## src/rtl/frame_buffer_reader_pkg.sv

```systemverilog
// Shared definitions for the frame buffer reader.
// Contents: FSM state encoding, custom-instruction opcodes, control codes,
// bus constants and the burst-length helper.
package frame_buffer_reader_pkg;

  typedef enum logic [2:0] {
    ST_IDLE  = 3'd0,
    ST_REQ   = 3'd1,
    ST_BEGIN = 3'd2,
    ST_DATA  = 3'd3,
    ST_ABORT = 3'd4,
    ST_NEXT  = 3'd5
  } state_t;

  localparam logic [2:0] CI_RD_BASE   = 3'd0;
  localparam logic [2:0] CI_WR_BASE   = 3'd1;
  localparam logic [2:0] CI_WR_WPL    = 3'd2;
  localparam logic [2:0] CI_WR_LPF    = 3'd3;
  localparam logic [2:0] CI_CTRL      = 3'd4;
  localparam logic [2:0] CI_RD_STATUS = 3'd5;
  localparam logic [2:0] CI_RD_LINE   = 3'd6;
  localparam logic [2:0] CI_RD_ZERO   = 3'd7;

  localparam logic [1:0] CTRL_STOP   = 2'b00;
  localparam logic [1:0] CTRL_CONT   = 2'b01;
  localparam logic [1:0] CTRL_SINGLE = 2'b10;
  localparam logic [1:0] CTRL_NOP    = 2'b11;

  localparam int         MAX_BURST = 16;
  localparam logic [3:0] BE_ALL    = 4'hF;

  // Words in the next burst: the rest of the line, capped at the burst limit.
  function automatic logic [8:0] burst_len(input logic [8:0] remaining,
                                           input logic [8:0] limit);
    return (remaining > limit) ? limit : remaining;
  endfunction

endpackage

```

## src/rtl/frame_buffer_reader_sync_fifo.sv

```systemverilog
// sync_fifo: single-clock FIFO with occupancy-derived free count.
// Ports:
//   clock, reset        - rising-edge clock, async active-low reset
//   push_i, push_data_i - write strobe and data
//   pop_i, head_o       - read strobe and head-of-queue data (show-ahead)
//   full_o, empty_o     - status flags
//   free_o              - number of free entries (0..DEPTH)
module sync_fifo #(
  parameter int WIDTH      = 33,
  parameter int DEPTH_LOG2 = 5
) (
  input  logic                  clock,
  input  logic                  reset,
  input  logic                  push_i,
  input  logic [WIDTH-1:0]      push_data_i,
  input  logic                  pop_i,
  output logic [WIDTH-1:0]      head_o,
  output logic                  full_o,
  output logic                  empty_o,
  output logic [DEPTH_LOG2:0]   free_o
);

  localparam int                DEPTH     = 1 << DEPTH_LOG2;
  localparam logic [DEPTH_LOG2:0] DEPTH_CNT = (DEPTH_LOG2 + 1)'(DEPTH);

  logic [WIDTH-1:0]      mem_q [DEPTH];
  logic [DEPTH_LOG2-1:0] wr_ptr_q, rd_ptr_q;
  logic [DEPTH_LOG2:0]   count_q;
  logic                  do_push, do_pop;

  assign full_o  = (count_q == DEPTH_CNT);
  assign empty_o = (count_q == '0);
  assign free_o  = DEPTH_CNT - count_q;
  assign head_o  = mem_q[rd_ptr_q];
  assign do_push = push_i & ~full_o;
  assign do_pop  = pop_i & ~empty_o;

  always_ff @(posedge clock) begin
    if (do_push) mem_q[wr_ptr_q] <= push_data_i;
  end

  always_ff @(posedge clock or negedge reset) begin
    if (!reset) begin
      wr_ptr_q <= '0;
      rd_ptr_q <= '0;
      count_q  <= '0;
    end else begin
      if (do_push) wr_ptr_q <= wr_ptr_q + 1'b1;
      if (do_pop)  rd_ptr_q <= rd_ptr_q + 1'b1;
      case ({do_push, do_pop})
        2'b10:   count_q <= count_q + 1'b1;
        2'b01:   count_q <= count_q - 1'b1;
        default: count_q <= count_q;
      endcase
    end
  end

  // The reader reserves space before every burst, so this must never fire.
  always_ff @(posedge clock) begin
    if (reset) assert (!(push_i && full_o));
  end

endmodule

```

## src/rtl/frame_buffer_reader.sv

```systemverilog
// frame_buffer_reader: burst-read DMA that streams a frame buffer out as
// 32-bit words on a valid/ready interface.
// Ports:
//   clock, reset           - system clock, async active-low reset
//   ci*                    - custom-instruction config/status port
//   requestBus/busGrant    - bus arbitration
//   *Out (bus)             - burst read request, driven only in begin cycle
//   addressDataIn etc.     - read data / burst end / error from slave
//   pixelWord/Valid/First  - output stream (FIFO head), pixelReady pops
module frame_buffer_reader
  import frame_buffer_reader_pkg::*;
#(
  parameter logic [7:0] customInstructionId = 8'd0,
  parameter int         fifoDepthLog2       = 5,
  parameter int         maxBurst            = MAX_BURST
) (
  input  logic        clock,
  input  logic        reset,
  input  logic        ciStart,
  input  logic        ciCke,
  input  logic [7:0]  ciN,
  input  logic [31:0] ciValueA,
  input  logic [31:0] ciValueB,
  output logic [31:0] ciResult,
  output logic        ciDone,
  output logic        requestBus,
  input  logic        busGrant,
  output logic        beginTransactionOut,
  output logic [31:0] addressDataOut,
  output logic        readNotWriteOut,
  output logic [3:0]  byteEnablesOut,
  output logic [7:0]  burstSizeOut,
  output logic        endTransactionOut,
  input  logic [31:0] addressDataIn,
  input  logic        dataValidIn,
  input  logic        endTransactionIn,
  input  logic        busErrorIn,
  output logic [31:0] pixelWord,
  output logic        pixelValid,
  output logic        pixelFirst,
  input  logic        pixelReady
);

  localparam logic [8:0]             BURST_LIM   = 9'(maxBurst);
  localparam logic [fifoDepthLog2:0] BURST_SPACE = (fifoDepthLog2 + 1)'(maxBurst);

  state_t      state_q;
  logic [31:0] base_q, cur_addr_q, addr_out_q;
  logic [8:0]  wpl_q, remaining_q;
  logic [9:0]  lpf_q, line_q;
  logic        run_q, single_q, frame_done_q, error_q, first_pending_q;
  logic        req_q, begin_q, end_q;
  logic [7:0]  burst_size_q;

  logic                   sel, busy, start_ok;
  logic                   fifo_push, fifo_pop, fifo_full, fifo_empty;
  logic [fifoDepthLog2:0] fifo_free;
  logic [32:0]            fifo_head;
  logic [8:0]             burst_n;
  logic [9:0]             line_next;
  logic                   unused_bits;

  assign sel       = ciStart & ciCke & (ciN == customInstructionId);
  assign ciDone    = sel;
  assign busy      = (state_q != ST_IDLE) | run_q | single_q;
  assign start_ok  = (wpl_q != '0) & (lpf_q != '0) & ~busy;
  assign burst_n   = burst_len(remaining_q, BURST_LIM);
  assign line_next = line_q + 10'd1;

  always_comb begin
    ciResult = '0;
    if (sel) begin
      case (ciValueA[2:0])
        CI_RD_BASE:   ciResult = base_q;
        CI_RD_STATUS: ciResult = {29'd0, error_q, frame_done_q, busy};
        CI_RD_LINE:   ciResult = {22'd0, line_q};
        default:      ciResult = '0;
      endcase
    end
  end

  // Beats beyond the programmed line length are dropped (and flagged below).
  assign fifo_push = (state_q == ST_DATA) & dataValidIn & (remaining_q != '0);
  assign fifo_pop  = pixelValid & pixelReady;

  sync_fifo #(.WIDTH(33), .DEPTH_LOG2(fifoDepthLog2)) u_fifo (
    .clock      (clock),
    .reset      (reset),
    .push_i     (fifo_push),
    .push_data_i({first_pending_q, addressDataIn}),
    .pop_i      (fifo_pop),
    .head_o     (fifo_head),
    .full_o     (fifo_full),
    .empty_o    (fifo_empty),
    .free_o     (fifo_free)
  );

  assign pixelValid = ~fifo_empty;
  assign pixelWord  = fifo_empty ? 32'd0 : fifo_head[31:0];
  assign pixelFirst = ~fifo_empty & fifo_head[32];

  assign requestBus          = req_q;
  assign beginTransactionOut = begin_q;
  assign readNotWriteOut     = begin_q;
  assign byteEnablesOut      = {4{begin_q}} & BE_ALL;
  assign addressDataOut      = addr_out_q;
  assign burstSizeOut        = burst_size_q;
  assign endTransactionOut   = end_q;

  assign unused_bits = ^{ciValueA[31:3], ciValueB[31:10], fifo_full};

  always_ff @(posedge clock or negedge reset) begin
    if (!reset) begin
      state_q         <= ST_IDLE;
      base_q          <= '0;
      cur_addr_q      <= '0;
      addr_out_q      <= '0;
      wpl_q           <= '0;
      remaining_q     <= '0;
      lpf_q           <= '0;
      line_q          <= '0;
      run_q           <= 1'b0;
      single_q        <= 1'b0;
      frame_done_q    <= 1'b1;
      error_q         <= 1'b0;
      first_pending_q <= 1'b0;
      req_q           <= 1'b0;
      begin_q         <= 1'b0;
      end_q           <= 1'b0;
      burst_size_q    <= '0;
    end else begin
      begin_q      <= 1'b0;
      end_q        <= 1'b0;
      addr_out_q   <= '0;
      burst_size_q <= '0;

      if (sel) begin
        case (ciValueA[2:0])
          CI_WR_BASE: base_q <= {ciValueB[31:2], 2'b00};
          CI_WR_WPL:  wpl_q  <= ciValueB[8:0];
          CI_WR_LPF:  lpf_q  <= ciValueB[9:0];
          CI_CTRL: begin
            // Stop only clears the mode bits; a burst in flight still runs
            // to completion because IDLE is the only place new work starts.
            if (ciValueB[1:0] == CTRL_STOP) begin
              run_q    <= 1'b0;
              single_q <= 1'b0;
            end else if (ciValueB[1:0] != CTRL_NOP && start_ok) begin
              run_q           <= (ciValueB[1:0] == CTRL_CONT);
              single_q        <= (ciValueB[1:0] == CTRL_SINGLE);
              if (ciValueB[1:0] == CTRL_SINGLE) frame_done_q <= 1'b0;
              cur_addr_q      <= base_q;
              line_q          <= '0;
              remaining_q     <= wpl_q;
              first_pending_q <= 1'b1;
            end
          end
          CI_RD_STATUS: error_q <= 1'b0;
          default: ;
        endcase
      end

      // FSM updates come after the CI block so hardware events win over a
      // same-cycle status-read clear of errorSticky.
      case (state_q)
        ST_IDLE: begin
          if ((run_q | single_q) && fifo_free >= BURST_SPACE) begin
            state_q <= ST_REQ;
            req_q   <= 1'b1;
          end
        end
        ST_REQ: begin
          if (busGrant) begin
            state_q      <= ST_BEGIN;
            req_q        <= 1'b0;
            begin_q      <= 1'b1;
            addr_out_q   <= cur_addr_q;
            burst_size_q <= 8'(burst_n - 9'd1);
          end
        end
        ST_BEGIN: state_q <= ST_DATA;
        ST_DATA: begin
          if (dataValidIn) begin
            if (remaining_q != '0) begin
              first_pending_q <= 1'b0;
              cur_addr_q      <= cur_addr_q + 32'd4;
              remaining_q     <= remaining_q - 9'd1;
            end else begin
              error_q <= 1'b1;
            end
          end
          if (busErrorIn) begin
            state_q <= ST_ABORT;
            end_q   <= 1'b1;
          end else if (endTransactionIn) begin
            state_q <= ST_NEXT;
          end
        end
        ST_ABORT: begin
          error_q  <= 1'b1;
          run_q    <= 1'b0;
          single_q <= 1'b0;
          state_q  <= ST_IDLE;
        end
        ST_NEXT: begin
          state_q <= ST_IDLE;
          if (remaining_q == '0) begin
            remaining_q <= wpl_q;
            if (line_next >= lpf_q) begin
              if (single_q) begin
                single_q     <= 1'b0;
                frame_done_q <= 1'b1;
                line_q       <= line_next;
              end else begin
                line_q          <= '0;
                cur_addr_q      <= base_q;
                first_pending_q <= 1'b1;
              end
            end else begin
              line_q <= line_next;
            end
          end
        end
        default: state_q <= ST_IDLE;
      endcase
    end
  end

endmodule

```

## config.mk

```make
export PLATFORM = sky130hd
export DESIGN_NAME = frame_buffer_reader
export DESIGN_NICKNAME = d
export VERILOG_FILES = /design/src/rtl/frame_buffer_reader_pkg.sv /design/src/rtl/frame_buffer_reader_sync_fifo.sv /design/src/rtl/frame_buffer_reader.sv
export SDC_FILE = /design/constraint.sdc
export NUM_CORES = 2
export LEC_CHECK = 0
export CAP_MARGIN = 30
export CORE_MARGIN = 2
export CORE_UTILIZATION = 30
export CTS_CLUSTER_SIZE = 20
export DETAILED_ROUTE_END_ITERATION = 16
export GPL_ROUTABILITY_DRIVEN = 1
export HOLD_SLACK_MARGIN = 0.02
export PLACE_DENSITY_LB_ADDON = 0.2
export SYNTH_ARGS = -nofsm -noshare
export SYNTH_HDL_FRONTEND = slang
export SYNTH_HIERARCHICAL = 1
export SYNTH_SLANG_ARGS = --single-unit
```

## constraint.sdc

```tcl
create_clock -name clock -period 15 [get_ports clock]
set_clock_uncertainty 0.15 [all_clocks]
set_input_delay 2.25 -clock clock [delete_from_list [all_inputs] [get_ports clock]]
set_output_delay 2.25 -clock clock [all_outputs]
set_load 0.02 [all_outputs]
```

; Word-level counts from Yosys, hierarchy flattened
; Memories as Yosys holds them, arrays and structs flattened.
; Cells that the tools add are included.
[totals]
output_inout_bits = 115
latch_bits = 0
rom_bits = 0
inputBits = 113
memories = 1
regBits = 167
ram_bits = 1056
elab_cells = 178
[classes]
n_eq_ne = 20
shift = 0
multipliers = 0
reduce_logical = 23
addsub = 9
div_mod_pow = 0
n_bitwise = 16
order_cmp = 3
muxes = 86
[mem_list]
columns = name, words, width, rd, rd_ports_with_merged_regs, write_ports, line
row1 = u_fifo.mem_q, 32, 33, 1, 0, 1, frame_buffer_reader_sync_fifo.sv:26  ; logic [WIDTH-1:0] mem_q [DEPTH];
[ops]
columns = cell, n
row1 = 32-bit 2-to-1 mux, 13
row2 = 32-bit one-hot mux with 3 select lines, 1
row3 = 10-bit 2-to-1 mux, 8
row4 = 32-bit one-hot mux with 2 select lines, 1
row5 = 9-bit 2-to-1 mux, 7
row6 = 1-bit 2-to-1 mux, 42
row7 = "32-bit by 3-bit adder with 32-bit output, second input constant", 1
row8 = 8-bit 2-to-1 mux, 3
row9 = 9-bit one-hot mux with 2 select lines, 1
row10 = 9-bit nonzero test, 2
row11 = "3-bit equality test, second input constant", 5
row12 = "3-bit by 2-bit equality test with 1-bit output, second input constant", 4
row13 = 3-bit 2-to-1 mux, 4
row14 = 3-bit one-hot mux with 4 select lines, 1
row15 = 6-bit one-hot mux with 2 select lines, 1
row16 = "10-bit by 1-bit adder with 10-bit output, second input constant", 1
row17 = "5-bit by 1-bit adder with 5-bit output, second input constant", 2
row18 = 1-bit bitwise AND, 10
row19 = 10-bit greater-or-equal comparator, 1
row20 = 10-bit nonzero test, 1
row21 = "9-bit by 5-bit > comparator with 1-bit output, second input constant", 1
row22 = 9-bit logical NOT, 1
row23 = 3-bit AND reduction, 3
row24 = "9-bit by 1-bit subtractor with 9-bit output, second input constant", 1
row25 = 22 further kinds, 42

; Logic depth before layout (Yosys ltp)
[depth]
ltp_word = 14
mapped_depth = 16
depth_no_buf = 13

; By module
; Netlist, hierarchy kept.
[by_module_without_submodules]
columns = module, area_per_inst_um2, seq_area_each_um2, instances, cells_per_inst
row1 = sync_fifo, 40969.3, 32110.8, 1, 1866
row2 = frame_buffer_reader, 8000.2, 3779.9, 1, 804

; Worst setup path before layout
; OpenSTA, ideal clock, no wires.
[synth_timing]
path_type = in2reg
from = input port dataValidIn
to = memory u_fifo.mem_q[23][0] (enable)
setup_ns = 0.471
cell_stages = 9
required_time_ns = 14.379
n_path_buf = 3
arrival_time_ns = 6.222
path_slack_ns = 8.157
cell_sequence = nand4b_1 a21o_2 inv_2 buf_2 buf_2 a21boi_0 clkbuf_1 nand3_1 nor3b_1
[synth_via]
elab_chain_len = 5
[synth_rtl]
columns = item, line
row1 = start: declaration, frame_buffer_reader.sv:35  ; input logic dataValidIn,
row2 = 1-bit bitwise AND (2 in a row), frame_buffer_reader.sv:83  ; assign fifo_push = (state_q == ST_DATA) & dataValidIn & (remaining_q != '0);
row3 = via fifo_push, frame_buffer_reader.sv:56  ; logic fifo_push, fifo_pop, fifo_full, fifo_empty;
row4 = 1-bit bitwise AND, frame_buffer_reader_sync_fifo.sv:35  ; assign do_push = push_i & ~full_o;
row5 = 1-bit 2-to-1 mux, frame_buffer_reader_sync_fifo.sv:39  ; if (do_push) mem_q[wr_ptr_q] <= push_data_i;
row6 = 1-bit 2-to-1 mux (implied by the code), frame_buffer_reader_sync_fifo.sv:39
row7 = end: declaration, frame_buffer_reader_sync_fifo.sv:26
; The timed path passes the listed nets, and every way through them passes these cells.

; Worst setup path after layout
[layout_timing]
from = register u_fifo.rd_ptr_q[0]
to = output port pixelWord[11]
[layout_via]
elab_chain_len = 2
[layout_rtl]
columns = item, line
row1 = start: declaration, frame_buffer_reader_sync_fifo.sv:27  ; logic [DEPTH_LOG2-1:0] wr_ptr_q, rd_ptr_q;
row2 = start signal: assignment, frame_buffer_reader_sync_fifo.sv:49  ; if (do_pop) rd_ptr_q <= rd_ptr_q + 1'b1;
row3 = memory read 32 x 33 bit, n/a
row4 = via fifo_head[11], frame_buffer_reader.sv:58  ; logic [32:0] fifo_head;
row5 = 32-bit 2-to-1 mux, frame_buffer_reader.sv:99  ; assign pixelWord = fifo_empty ? 32'd0 : fifo_head[31:0];
row6 = end: declaration, frame_buffer_reader.sv:38  ; output logic [31:0] pixelWord,
; The timed path passes the listed nets, and every way through them passes these cells.

==> key figures <==
Worst setup path
  – Critical path startpoint: u_fifo/rd_ptr_q[0]$_DFFE_PN0P_
  – Crit path arrival time: 5.76 ns
  – R2R depth: 14
  – Req. time, crit path: between 10 and 15 ns
  – Crit start category: flop
  – Register-to-register setup slack: ~10 ns
  – Crit Path Category: flop to output port
  – End of the critical path: pixelWord[11]
  – R2R Path Start: remaining_q[0]$_DFF_PN0_
  – Crit-path max FO: 43
  – Worst Setup End Kind: output port
  – RR Endpoint: u_fifo/count_q[5]$_DFFE_PN0P_

STA
  – Fmax: 0.1226 GHz
  – Pins over their slew limit: 0
  – Final hold slack: between 0.3 and 0.4 ns
  – Tmin final: 8.156 ns
  – Final setup fails: 0
  – Slew of the pin with the lowest slew margin: approximately 1.1 ns
  – TNS Setup: 0 ns
  – Slew HR: 0.2835
  – Period utilization: 0.5438
  – RSZ-0062 raised after global routing: false
  – Final Hold Viols: 0

Global routing
  – Total congestion overflow: 0
  – First-pass GRT wire length: around 200 mm
  – GRT Total Usage: 0.1616
  – Initial antenna violation count: 8
  – Pin count of the biggest net entering global routing: 114
  – Vias in the first global route: 27559

Detailed routing
  – DRT iter0 DRCs: around 2500
  – Antenna Violating Nets Remaining: 0
  – Final WL: 136.0 mm
  – Initial DRT Pass Iterations: 7
  – DR vias/cell: 5.100
  – Average wire per standard cell: between 20 and 30 um
  – Post-route DRC: 0
  – DR vias: 26557

Yosys
  – Synth Cell Area: 48940 sq um
  – Synth Net Count: 2806
  – Cells after Synth: 2666
  – Synth warnings: 6
  – Synthesized area per cell: about 18 sq um

Power
  – LEAKAGE: 19.59 nW
  – Worst VDD drop: 0.1275 mV
  – Overall power: 10.02 mW
  – Power Dens Cells: 171.1 nW/um^2

Min path
  – Hold Path Origin: error_q$_DFF_PN0_
  – Hold WC Path Type: flop to flop
  – Worst hold path cell count: 1

Clocking
  – Worst-Skew Late Latency: 0.74 ns
  – Clock tree buffer depth: 3
  – CTS root buffer: clkbuf_16
  – Clock Sinks: approximately 1200
  – CTS Hold Bufs: 0
  – Depth of the CTS H-tree: 4
  – Postcts setup bufs: 0
  – Reg clk slew, reported paths: around 0.06 ns
  – Post-cts repair resize count: 0
  – CTS tree: built
  – TritonCTS Buffers: 137

Final layout
  – Number of fill cells: between 15000 and 20000
  – Share of layout cells above drive strength 1: 0.1916
  – Commonest non-fill, non-tap cells in the layout: edfxtp_1, mux4_2, clkdlybuf4s50_1
  – Final #Nets: 3070
  – Synthesis-to-finish area growth: 19.66%
  – Core Util, Final: 0.3606
  – Number of diodes: 0
  – Most common cell after layout, fill and taps aside: edfxtp_1

Die
  – Cell row count: 148
  – IO Pins: 228
  – Die area: 166400 sq um
  – Die Y: between 400 and 500 um
  – Initial Util: 0.3013
  – Die width: 407.9 um
  – Placeable Area: 162400 sq um

Run
  – Max-cap violations: 0

Place
  – Port Buf Inserts: 198
  – Half-perimeter wire length after detailed placement: approximately 75 mm
  – Gpl congestion: 0.8268

Outcome
  – Status: complete, no violations
## stage by stage
step / cells / instance area, sq um / worst slack (ns)
final: 5207 / 58560 / 6.844
after global routing: 5207 / 58560 / 6.493
after CTS: 5192 / 58230 / 6.667
after detailed placement: 4951 / 53810 / 7.518
after global placement: 4940 / 53570 / 7.336
after floorplan: 2666 / 48940 / 8.157
## cell type report
class / instances / area (sq um) / share of cell area
inverter: 27 / 101.3 / 0.001731
tap: 2175 / 2721 / 0.04647
clock inverter: 72 / 859.6 / 0.01468
timing repair buffer: 278 / 2977 / 0.05083
clock buffer: 169 / 3558 / 0.06076
multi-input combinational: 1263 / 12440 / 0.2125
sequential: 1223 / 35900 / 0.6131
## report_power, final
part	internal, mW	total, mW	switching, mW
logic	1.21	2.72	1.51
registers	3.81	3.99	0.183
clock network	1.95	3.31	1.36
## worst max-delay path, cell delays in order, from the launching register on
cell	delay [ns]
dfrtp_4	0.96
buf_4	0.77
buf_4	0.82
mux4_2	0.59
a22o_1	0.25
a211oi_1	0.60
a21oi_1	0.15
nor2b_1	0.18
clkdlybuf4s50_1	0.56
## registers in the layout, summed over array words and instances, names as in the netlist
register,count
state_q,3
u_fifo/mem_q,1056
wpl_q,9
endTransactionOut,1
frame_done_q,1
u_fifo/rd_ptr_q,5
single_q,1
run_q,1
error_q,1
first_pending_q,1
burstSizeOut,8
addressDataOut,32
cur_addr_q,32
beginTransactionOut,1
requestBus,1
u_fifo/count_q,6
base_q,30
line_q,10
lpf_q,10
u_fifo/wr_ptr_q,5
remaining_q,9
## layer usage
metal / GRT usage / vias to the layer above / wire length (um)
met3: 0.02809 / 232 / 6436
met2: 0.2664 / 760 / 66190
li1: - / 11377 / -
met5: 0 / - / 41
met4: 0.05664 / 6 / 4281
met1: 0.2150 / 14182 / 59030
## worst min-delay path by stage
stage                             endpoint
3_5_place_dp          lpf_q[6]$_DFFE_PN0P_
4_1_cts               lpf_q[6]$_DFFE_PN0P_
2_1_floorplan  addressDataOut[0]$_DFF_PN0_
3_3_place_gp   addressDataOut[0]$_DFF_PN0_
6_report                 error_q$_DFF_PN0_
5_1_grt             frame_done_q$_DFF_PN1_
No activity file was read; power rests on OpenSTA's default activity.
